`src/rtl/adc_sample_sequencer.sv`:
```
`timescale 1ns/1ps
`default_nettype none
// ============================================================================
//  Module   : adc_sample_sequencer
//  Purpose  : Fixed-rate ADC conversion sequencer feeding the serial reader.
//             Optional DSP frame alignment input when SAMPLE_SYNC_EN is defined.
//  Revision : 1.0 - initial release
// ============================================================================
module adc_sample_sequencer #(
    parameter int ADC_CHIP_NO  = 4,
    parameter int SAMPLE_DIV   = 1500,
    parameter int CONVST_LOW   = 4,
    parameter int BUSY_BLANK   = 2,
    parameter int CONV_TIMEOUT = 200,
    parameter int XFER_CLKS    = 116
) (
    input  logic                   clkin,
    input  logic                   rst,
    input  logic                   run,
    input  logic                   clr_err,
`ifdef SAMPLE_SYNC_EN
    input  logic                   sync_in,
`endif
    input  logic [ADC_CHIP_NO-1:0] busy,
    output logic                   convst_bar,
    output logic                   enable,
    output logic                   active,
    output logic [15:0]            frame_cnt,
    output logic                   overrun,
    output logic                   conv_timeout
);

    localparam logic [15:0] c_DIV_LAST     = 16'(SAMPLE_DIV - 1);
    localparam logic [15:0] c_CONVST_LAST  = 16'(CONVST_LOW - 1);
    localparam logic [15:0] c_BLANK_LAST   = 16'(BUSY_BLANK - 1);
    localparam logic [15:0] c_TIMEOUT_LAST = 16'(CONV_TIMEOUT - 1);
    localparam logic [15:0] c_XFER_LAST    = 16'(XFER_CLKS - 1);

    typedef enum logic [2:0] {
        ST_IDLE      = 3'd0,
        ST_CONVST    = 3'd1,
        ST_BLANK     = 3'd2,
        ST_WAIT_CONV = 3'd3,
        ST_TRIG      = 3'd4,
        ST_XFER      = 3'd5
    } state_t;

    state_t                 r_state;
    logic [15:0]            r_div_cnt;
    logic [15:0]            r_phase_cnt;
    logic [ADC_CHIP_NO-1:0] r_busy_s1;
    logic [ADC_CHIP_NO-1:0] r_busy_s2;
    logic                   r_convst_bar;
    logic                   r_enable;
    logic                   r_active;
    logic [15:0]            r_frame_cnt;
    logic                   r_overrun;
    logic                   r_conv_timeout;
    logic                   w_tick;
    logic                   w_busy_any;

    always_ff @(posedge clkin) begin
        if (rst) begin
            r_busy_s1 <= '0;
            r_busy_s2 <= '0;
        end else begin
            r_busy_s1 <= busy;
            r_busy_s2 <= r_busy_s1;
        end
    end

    assign w_busy_any = |r_busy_s2;

`ifdef SAMPLE_SYNC_EN
    logic r_sync_s1;
    logic r_sync_s2;
    logic r_sync_s3;
    logic w_sync_rise;

    always_ff @(posedge clkin) begin
        if (rst) begin
            r_sync_s1 <= 1'b0;
            r_sync_s2 <= 1'b0;
            r_sync_s3 <= 1'b0;
        end else begin
            r_sync_s1 <= sync_in;
            r_sync_s2 <= r_sync_s1;
            r_sync_s3 <= r_sync_s2;
        end
    end

    assign w_sync_rise = r_sync_s2 & ~r_sync_s3;
`endif

    assign w_tick = run && (r_div_cnt == c_DIV_LAST);

    // The wrap has priority over a sync edge so a coinciding tick is still emitted.
    always_ff @(posedge clkin) begin
        if (rst) begin
            r_div_cnt <= '0;
        end else if (!run) begin
            r_div_cnt <= '0;
        end else if (r_div_cnt == c_DIV_LAST) begin
            r_div_cnt <= '0;
`ifdef SAMPLE_SYNC_EN
        end else if (w_sync_rise) begin
            r_div_cnt <= '0;
`endif
        end else begin
            r_div_cnt <= r_div_cnt + 16'd1;
        end
    end

    always_ff @(posedge clkin) begin
        if (rst) begin
            r_state        <= ST_IDLE;
            r_phase_cnt    <= '0;
            r_convst_bar   <= 1'b1;
            r_enable       <= 1'b0;
            r_active       <= 1'b0;
            r_frame_cnt    <= '0;
            r_overrun      <= 1'b0;
            r_conv_timeout <= 1'b0;
        end else begin
            r_enable <= 1'b0;

            // A new error event in the same cycle as clr_err leaves the flag set.
            if (w_tick && (r_state != ST_IDLE)) begin
                r_overrun <= 1'b1;
            end else if (clr_err) begin
                r_overrun <= 1'b0;
            end
            if (clr_err) begin
                r_conv_timeout <= 1'b0;
            end

            case (r_state)
                ST_IDLE: begin
                    if (w_tick) begin
                        r_state      <= ST_CONVST;
                        r_convst_bar <= 1'b0;
                        r_phase_cnt  <= '0;
                        r_active     <= 1'b1;
                    end
                end
                ST_CONVST: begin
                    if (r_phase_cnt == c_CONVST_LAST) begin
                        r_state      <= ST_BLANK;
                        r_convst_bar <= 1'b1;
                        r_phase_cnt  <= '0;
                    end else begin
                        r_phase_cnt <= r_phase_cnt + 16'd1;
                    end
                end
                ST_BLANK: begin
                    if (r_phase_cnt == c_BLANK_LAST) begin
                        r_state     <= ST_WAIT_CONV;
                        r_phase_cnt <= '0;
                    end else begin
                        r_phase_cnt <= r_phase_cnt + 16'd1;
                    end
                end
                ST_WAIT_CONV: begin
                    if (!w_busy_any) begin
                        r_state     <= ST_TRIG;
                        r_enable    <= 1'b1;
                        r_frame_cnt <= r_frame_cnt + 16'd1;
                    end else if (r_phase_cnt == c_TIMEOUT_LAST) begin
                        r_state        <= ST_IDLE;
                        r_conv_timeout <= 1'b1;
                        r_active       <= 1'b0;
                    end else begin
                        r_phase_cnt <= r_phase_cnt + 16'd1;
                    end
                end
                ST_TRIG: begin
                    r_state     <= ST_XFER;
                    r_phase_cnt <= '0;
                end
                ST_XFER: begin
                    if (r_phase_cnt == c_XFER_LAST) begin
                        r_state  <= ST_IDLE;
                        r_active <= 1'b0;
                    end else begin
                        r_phase_cnt <= r_phase_cnt + 16'd1;
                    end
                end
                default: begin
                    r_state      <= ST_IDLE;
                    r_convst_bar <= 1'b1;
                    r_active     <= 1'b0;
                end
            endcase
        end
    end

    assign convst_bar   = r_convst_bar;
    assign enable       = r_enable;
    assign active       = r_active;
    assign frame_cnt    = r_frame_cnt;
    assign overrun      = r_overrun;
    assign conv_timeout = r_conv_timeout;

endmodule
`default_nettype wire
```
`config.mk`:
```
export PLATFORM = sky130hd
export DESIGN_NAME = adc_sample_sequencer
export DESIGN_NICKNAME = d
export VERILOG_FILES = /design/src/rtl/adc_sample_sequencer.sv
export SDC_FILE = /design/constraint.sdc
export NUM_CORES = 1
export LEC_CHECK = 0
export BUFFER_PORTS_ARGS = -buffer_cell sky130_fd_sc_hd__buf_2
export CORE_ASPECT_RATIO = 1.5
export CORE_MARGIN = 2
export CORE_UTILIZATION = 35
export CTS_BUF_LIST = sky130_fd_sc_hd__clkbuf_4
export CTS_CLUSTER_SIZE = 40
export DETAILED_ROUTE_END_ITERATION = 10
export GPL_TIMING_DRIVEN = 0
export HOLD_SLACK_MARGIN = 0.1
export PLACE_DENSITY = 0.5
export SLEW_MARGIN = 30
export SYNTH_ARGS = -nofsm -noshare
export SYNTH_HDL_FRONTEND = slang
export SYNTH_SLANG_ARGS = --single-unit
```
`constraint.sdc`:
```
create_clock -name clkin -period 2.1 [get_ports clkin]
set_input_delay 0.21 -clock clkin [delete_from_list [all_inputs] [get_ports clkin]]
set_output_delay 0.21 -clock clkin [all_outputs]
set_load 0.02 [all_outputs]
```
==> qor.yml, run 1 <==
cts_tree: "built"
antenna_found_initial: 1
hpwlAfterDp_um: 5400
grt_max_degree: 11
reg2reg_depth: 8
nets: 429
status: "finished, final reports clean"
setup_viol: 0
post-route-min-period_ps: 2050
layout_common_cells: "61 x dfxtp_1, 59 x nor2_1, 36 x nand2_1"
worst_setup_path_end_kind: "register"
ys_warn_count: 0
critPathLaunchType: "register"
die_y_um: 120
antenna_left: 0
dieArea_um2: 9680
clk_latency_ps: 420
setup.worst_path.start: "r_phase_cnt[0]"
grt_use_total: 0.166
setup_slack_ps: 46.5
ios: 29
timing.rr.start: "r_phase_cnt[0]"
htreeDepth: 3
cp_max_fo: 4
dr.pass1.iters: 5
rows: 42
yosys_most_used_dff: "dfxtp_1"
switchingPower_w: 0.000487
r2r_end: "r_state[0]"
async_flop_share: 0
clock_power_share: 0.382
final_common_cell: "dfxtp_1"
finalCritPeriodShare: 0.978
num_vias: 2727
place_ws_ps: -261
maxCapViolCount: 0
syn_area_um2: 3110
initial_core_util: 0.357
synth.avg_cell_area_um2: 8.56
coreArea_um2: 8720
hold_slack_ps: 119
worst_pin_slew_ps: 616
maxSlewHeadroom: 0.589
cts_root_buf: "clkbuf_4"
power_density_nw_per_um2: 562
switching_share: 0.233
io_buffer_count: 27
gr-total-overflow: 0
syn-num-nets: 377
syn_inst: 364
power_frac_comb: 0.032
fin_worst_skew_ps: 15.7
via_per_inst: 5.14
synth_cell_types: 54
hold_violations: 0
fp.dieW_um: 81.0
synth-seq-cells: 64
wl_um: 7550
max-clock-path-buffers: 2
cts_buffers: 9
hp-class: "primary input to register"
path_clk_slew_ps: 100
power_frac_seq: 0.586
required_ps: 2390
drive_above_1_share: 0.200
p_int_w: 0.00161
cts.sinks: 64
drv_slew: 0
dr.first_iter.drc_count: 105
r2r_slack_ps: 50
ir_drop_uv: 256
gp_congestion: 0.799
wl_per_cell_um: 14.2
drc: 0
fmax_mhz: 487
synth_edf_count: 0
seq_area_frac_synth: 0.411
grt_pass1_vias: 2630
grt_pass1_wl_um: 12400
synthToLayoutAreaGrowth_pct: 19.7
crit_type: "register to register"
cp-endpoint: "r_state[0]"
crit_arrival_ps: 2340
leakagePower_nw: 1.38
==> how the worst min path moves through the flow <==
stage                             from           end  slack [ps]  depth (start not counted)
after global placement    r_busy_s1[2]  r_busy_s2[2]         420                          1
after CTS                      clr_err  conv_timeout         110                          4
after floorplan                busy[0]  r_busy_s1[0]         340                          1
after global routing           clr_err  conv_timeout         150                          4
after detailed placement  r_busy_s1[0]  r_busy_s2[0]         430                          1
final                          clr_err  conv_timeout         120                          4
==> worst max-delay path, cell delays in order (launching register included) <==
cell     delay (ps)
dfxtp_4         400
ha_4            160
nor4b_4         290
nand4_1         290
a22oi_2         310
nand3_4         140
buf_6           150
mux2i_1         140
nor2_1           50
==> final cells by class <==
class,count,area [um^2]
clock buffers,10,75.1
well taps,110,138
multi-input cells,275,1800
diodes,1,2.50
inverters,11,41.3
plain buffers,13,71.3
fillers,895,5000
repair buffers,42,262
flip-flops and latches,64,1290
clock inverters,5,48.8
==> Yosys cell counts (5+ instances only) <==
cell / instances / area [um^2]
a21oi_1: 12 / 60.1
and3_1: 7 / 43.8
and4_1: 5 / 43.8
clkbuf_1: 10 / 37.5
dfxtp_1: 64 / 1280
ha_1: 5 / 62.6
inv_1: 10 / 37.5
nand2_1: 36 / 135
nand3_1: 13 / 65.1
nand4_1: 15 / 93.8
nor2_1: 59 / 221
nor2b_1: 13 / 81.3
nor3_1: 6 / 30.0
o211ai_1: 5 / 37.5
o21ai_0: 5 / 25.0
xnor2_1: 10 / 87.6
xor2_1: 17 / 149
==> layer usage <==
| layer | GRT usage | vias to the layer above | routed length, um |
|---|---|---|---|
| met3 | 0.0361 | 20 | 258 |
| met5 | 0 | - | 0 |
| met1 | 0.179 | 1270 | 3100 |
| met2 | 0.293 | 51 | 3900 |
| met4 | 0.0869 | 0 | 284 |
| li1 | - | 1386 | - |
==> power by group through the flow <==
stage               Combinational (W)  Clock [W]  Sequential (W)
detailed placement          0.0000590          0         0.00126
CTS                         0.0000648   0.000829         0.00123
global placement            0.0000588          0         0.00126
global route                0.0000748   0.000889         0.00123
finish                      0.0000661   0.000801         0.00123
floorplan                   0.0000352          0         0.00126
==> per-stage QoR <==
step            util  power, W  instance area (um^2)  TNS [ps]  instances
2_1_floorplan      -   0.00129                  3110         0        364
3_3_place_gp   0.388   0.00132                  3390     -2830        501
3_5_place_dp   0.388   0.00132                  3390     -2850        501
4_1_cts        0.413   0.00212                  3600     -34.2        524
5_1_grt        0.427   0.00219                  3730      -104        531
6_report       0.427   0.00209                  3730         0        531
==> flip-flops by register name, indices dropped and copies added (netlist names) <==
signal / flops
frame_cnt: 16
r_div_cnt: 16
r_phase_cnt: 16
r_busy_s1: 4
r_busy_s2: 4
r_state: 3
active: 1
conv_timeout: 1
convst_bar: 1
enable: 1
overrun: 1
==> logic make-up (layout without fill, tap and decap cells) <==
kind of cell    count (synthesis)  count (layout)  share of synthesized area
fa+ha+maj                       5               5                     0.0201
xor+xnor                       27              27                     0.0759
flops                          64              64                      0.411
buf+inv                        25              81                     0.0358
mux                             1               1                    0.00321
other cells                     0               1                          0
simple gates                  186             186                      0.325
compound gates                 56              56                      0.129
==> timing repair <==
action	4_1_cts	5_1_grt
gates resized for setup	6	16
setup endpoints to repair	18	23
setup buffers	4	7
endpoints found under the hold margin	4	0
pin swaps	2	7
hold buffers	4	0
(Power assumes the default switching activity.)
==> run 2: changes to the inputs <==
--- a/config.mk
+++ b/config.mk
@@ -8,13 +8,13 @@
 export BUFFER_PORTS_ARGS = -buffer_cell sky130_fd_sc_hd__buf_2
 export CORE_ASPECT_RATIO = 1.5
 export CORE_MARGIN = 2
-export CORE_UTILIZATION = 35
+export CORE_UTILIZATION = 60
 export CTS_BUF_LIST = sky130_fd_sc_hd__clkbuf_4
 export CTS_CLUSTER_SIZE = 40
 export DETAILED_ROUTE_END_ITERATION = 10
 export GPL_TIMING_DRIVEN = 0
 export HOLD_SLACK_MARGIN = 0.1
-export PLACE_DENSITY = 0.5
+export PLACE_DENSITY = 0.78
 export SLEW_MARGIN = 30
 export SYNTH_ARGS = -nofsm -noshare
 export SYNTH_HDL_FRONTEND = slang
==> qor.yml, run 2 (synthesis results as in run 1) <==
status: "finished, final reports clean"
hp-class: "primary input to register"
power_frac_comb: 0.028
io_buffer_count: 27
switching_share: 0.225
power_frac_seq: 0.553
setup.worst_path.start: "r_phase_cnt[0]"
fmax_mhz: 490
die_y_um: 92.2
grt_pass1_vias: 2615
drc: 0
n_fill_cell: 409
synthToLayoutAreaGrowth_pct: 18.8
rows: 32
gp_congestion: 0.855
num_vias: 2838
power_w: 0.00222
worst_setup_path_end_kind: "register"
worst_pin_slew_ps: 597
dieArea_um2: 5790
hp-start: "clr_err"
clk_latency_ps: 440
setup_viol: 0
htreeDepth: 3
initial_core_util: 0.612
fin_worst_skew_ps: 18.1
coreArea_um2: 5080
wl_per_cell_um: 14.9
hpwlAfterDp_um: 4880
grt_pass1_wl_um: 11600
cts_tree: "built"
path_clk_slew_ps: 110
via_per_inst: 5.80
post-route-min-period_ps: 2040
crit_arrival_ps: 2370
crit_type: "register to register"
max-clock-path-buffers: 2
finalCritPeriodShare: 0.971
ir_drop_uv: 398
switchingPower_w: 0.000499
final_common_cell: "dfxtp_1"
p_int_w: 0.00172
timing.rr.start: "r_phase_cnt[0]"
cts_root_buf: "clkbuf_4"
power_density_nw_per_um2: 599
final_cell_count_no_fill: 489
drive_above_1_share: 0.207
r2r_slack_ps: 60
hold_violations: 0
cts.sinks: 64
antenna_found_initial: 0
wl_um: 7290
cp_max_fo: 7
ios: 29
dp.cells: 459
maxCapViolCount: 0
clock_power_share: 0.418
nets: 430
fp.dieW_um: 62.8
critPathLaunchType: "register"
required_ps: 2430
antenna_left: 0
dr.pass1.iters: 4
layout_common_cells: "62 x dfxtp_1, 59 x nor2_1, 36 x nand2_1"
leakagePower_nw: 1.39
dr.first_iter.drc_count: 153
maxSlewHeadroom: 0.601
diodes: 0
grt_use_total: 0.254
gr-total-overflow: 0
drv_slew: 0
cts_buffers: 9
grt_max_degree: 12
-- run 2: per-stage QoR --
step / setup TNS, ps / hold slack, ps / cell area, um^2 / util / setup slack [ps]
detailed placement: -2510 / 425 / 3330 / 0.656 / -202
finish: 0 / 103 / 3700 / 0.728 / 60.1
floorplan: 0 / 338 / 3110 / - / 186
global placement: -2270 / 419 / 3330 / 0.656 / -199
CTS: 0 / 109 / 3560 / 0.701 / 0.157
global route: -217 / 174 / 3700 / 0.728 / -35.9
-- run 2: layout make-up --
cell class              count  area (um^2)  share of cell area
well taps                  68         85.1              0.0230
clock buffers               9         67.6              0.0183
repair buffers             42          258              0.0696
multi-input cells         276         1810               0.489
inverters                  11         41.3              0.0112
flip-flops and latches     64         1290               0.348
clock inverters             6         85.1              0.0230
plain buffers              13         66.3              0.0179
-- run 2: timing repair --
| item | CTS | global route |
|---|---|---|
| hold buffers | 4 | 0 |
| setup endpoints to repair | 18 | 28 |
| endpoints found under the hold margin | 4 | 0 |
| gates resized for setup | 4 | 16 |
| pin swaps | 4 | 7 |
| buffers inserted | 4 | 6 |
| gates cloned | 0 | 2 |
-- run 2: final timing paths --
path,endpoint,cells past startpoint
setup / recovery,r_phase_cnt[15],9
setup reg to reg,r_phase_cnt[15],9
hold / removal,conv_timeout,4
hold reg to reg,r_busy_s2[3],1
-- run 2: power groups by stage --
| stage | Combinational (W) | Clock, W | Sequential, W |
|---|---|---|---|
| detailed placement | 0.0000574 | 0 | 0.00126 |
| finish | 0.0000629 | 0.000927 | 0.00123 |
| floorplan | 0.0000352 | 0 | 0.00126 |
| global route | 0.0000703 | 0.000986 | 0.00123 |
| CTS | 0.0000634 | 0.000929 | 0.00123 |
| global placement | 0.0000561 | 0 | 0.00126 |
-- run 2: critical path, cell delays in order, from the launching register on --
cell     delay (ps)
dfxtp_4         410
ha_4            160
nor4b_4         220
buf_4           180
nand3_2          90
o31ai_4         350
nand3_4         170
buf_4           180
nand4_1         110
nand2_1          60
-- run 2: per-layer routing --
layer / vias to the layer above / routed length (um) / GRT usage
met1: 1325 / 2900 / 0.263
met4: 0 / 252 / 0.161
li1: 1395 / - / -
met5: - / 0 / 0
met3: 25 / 420 / 0.0564
met2: 93 / 3720 / 0.457
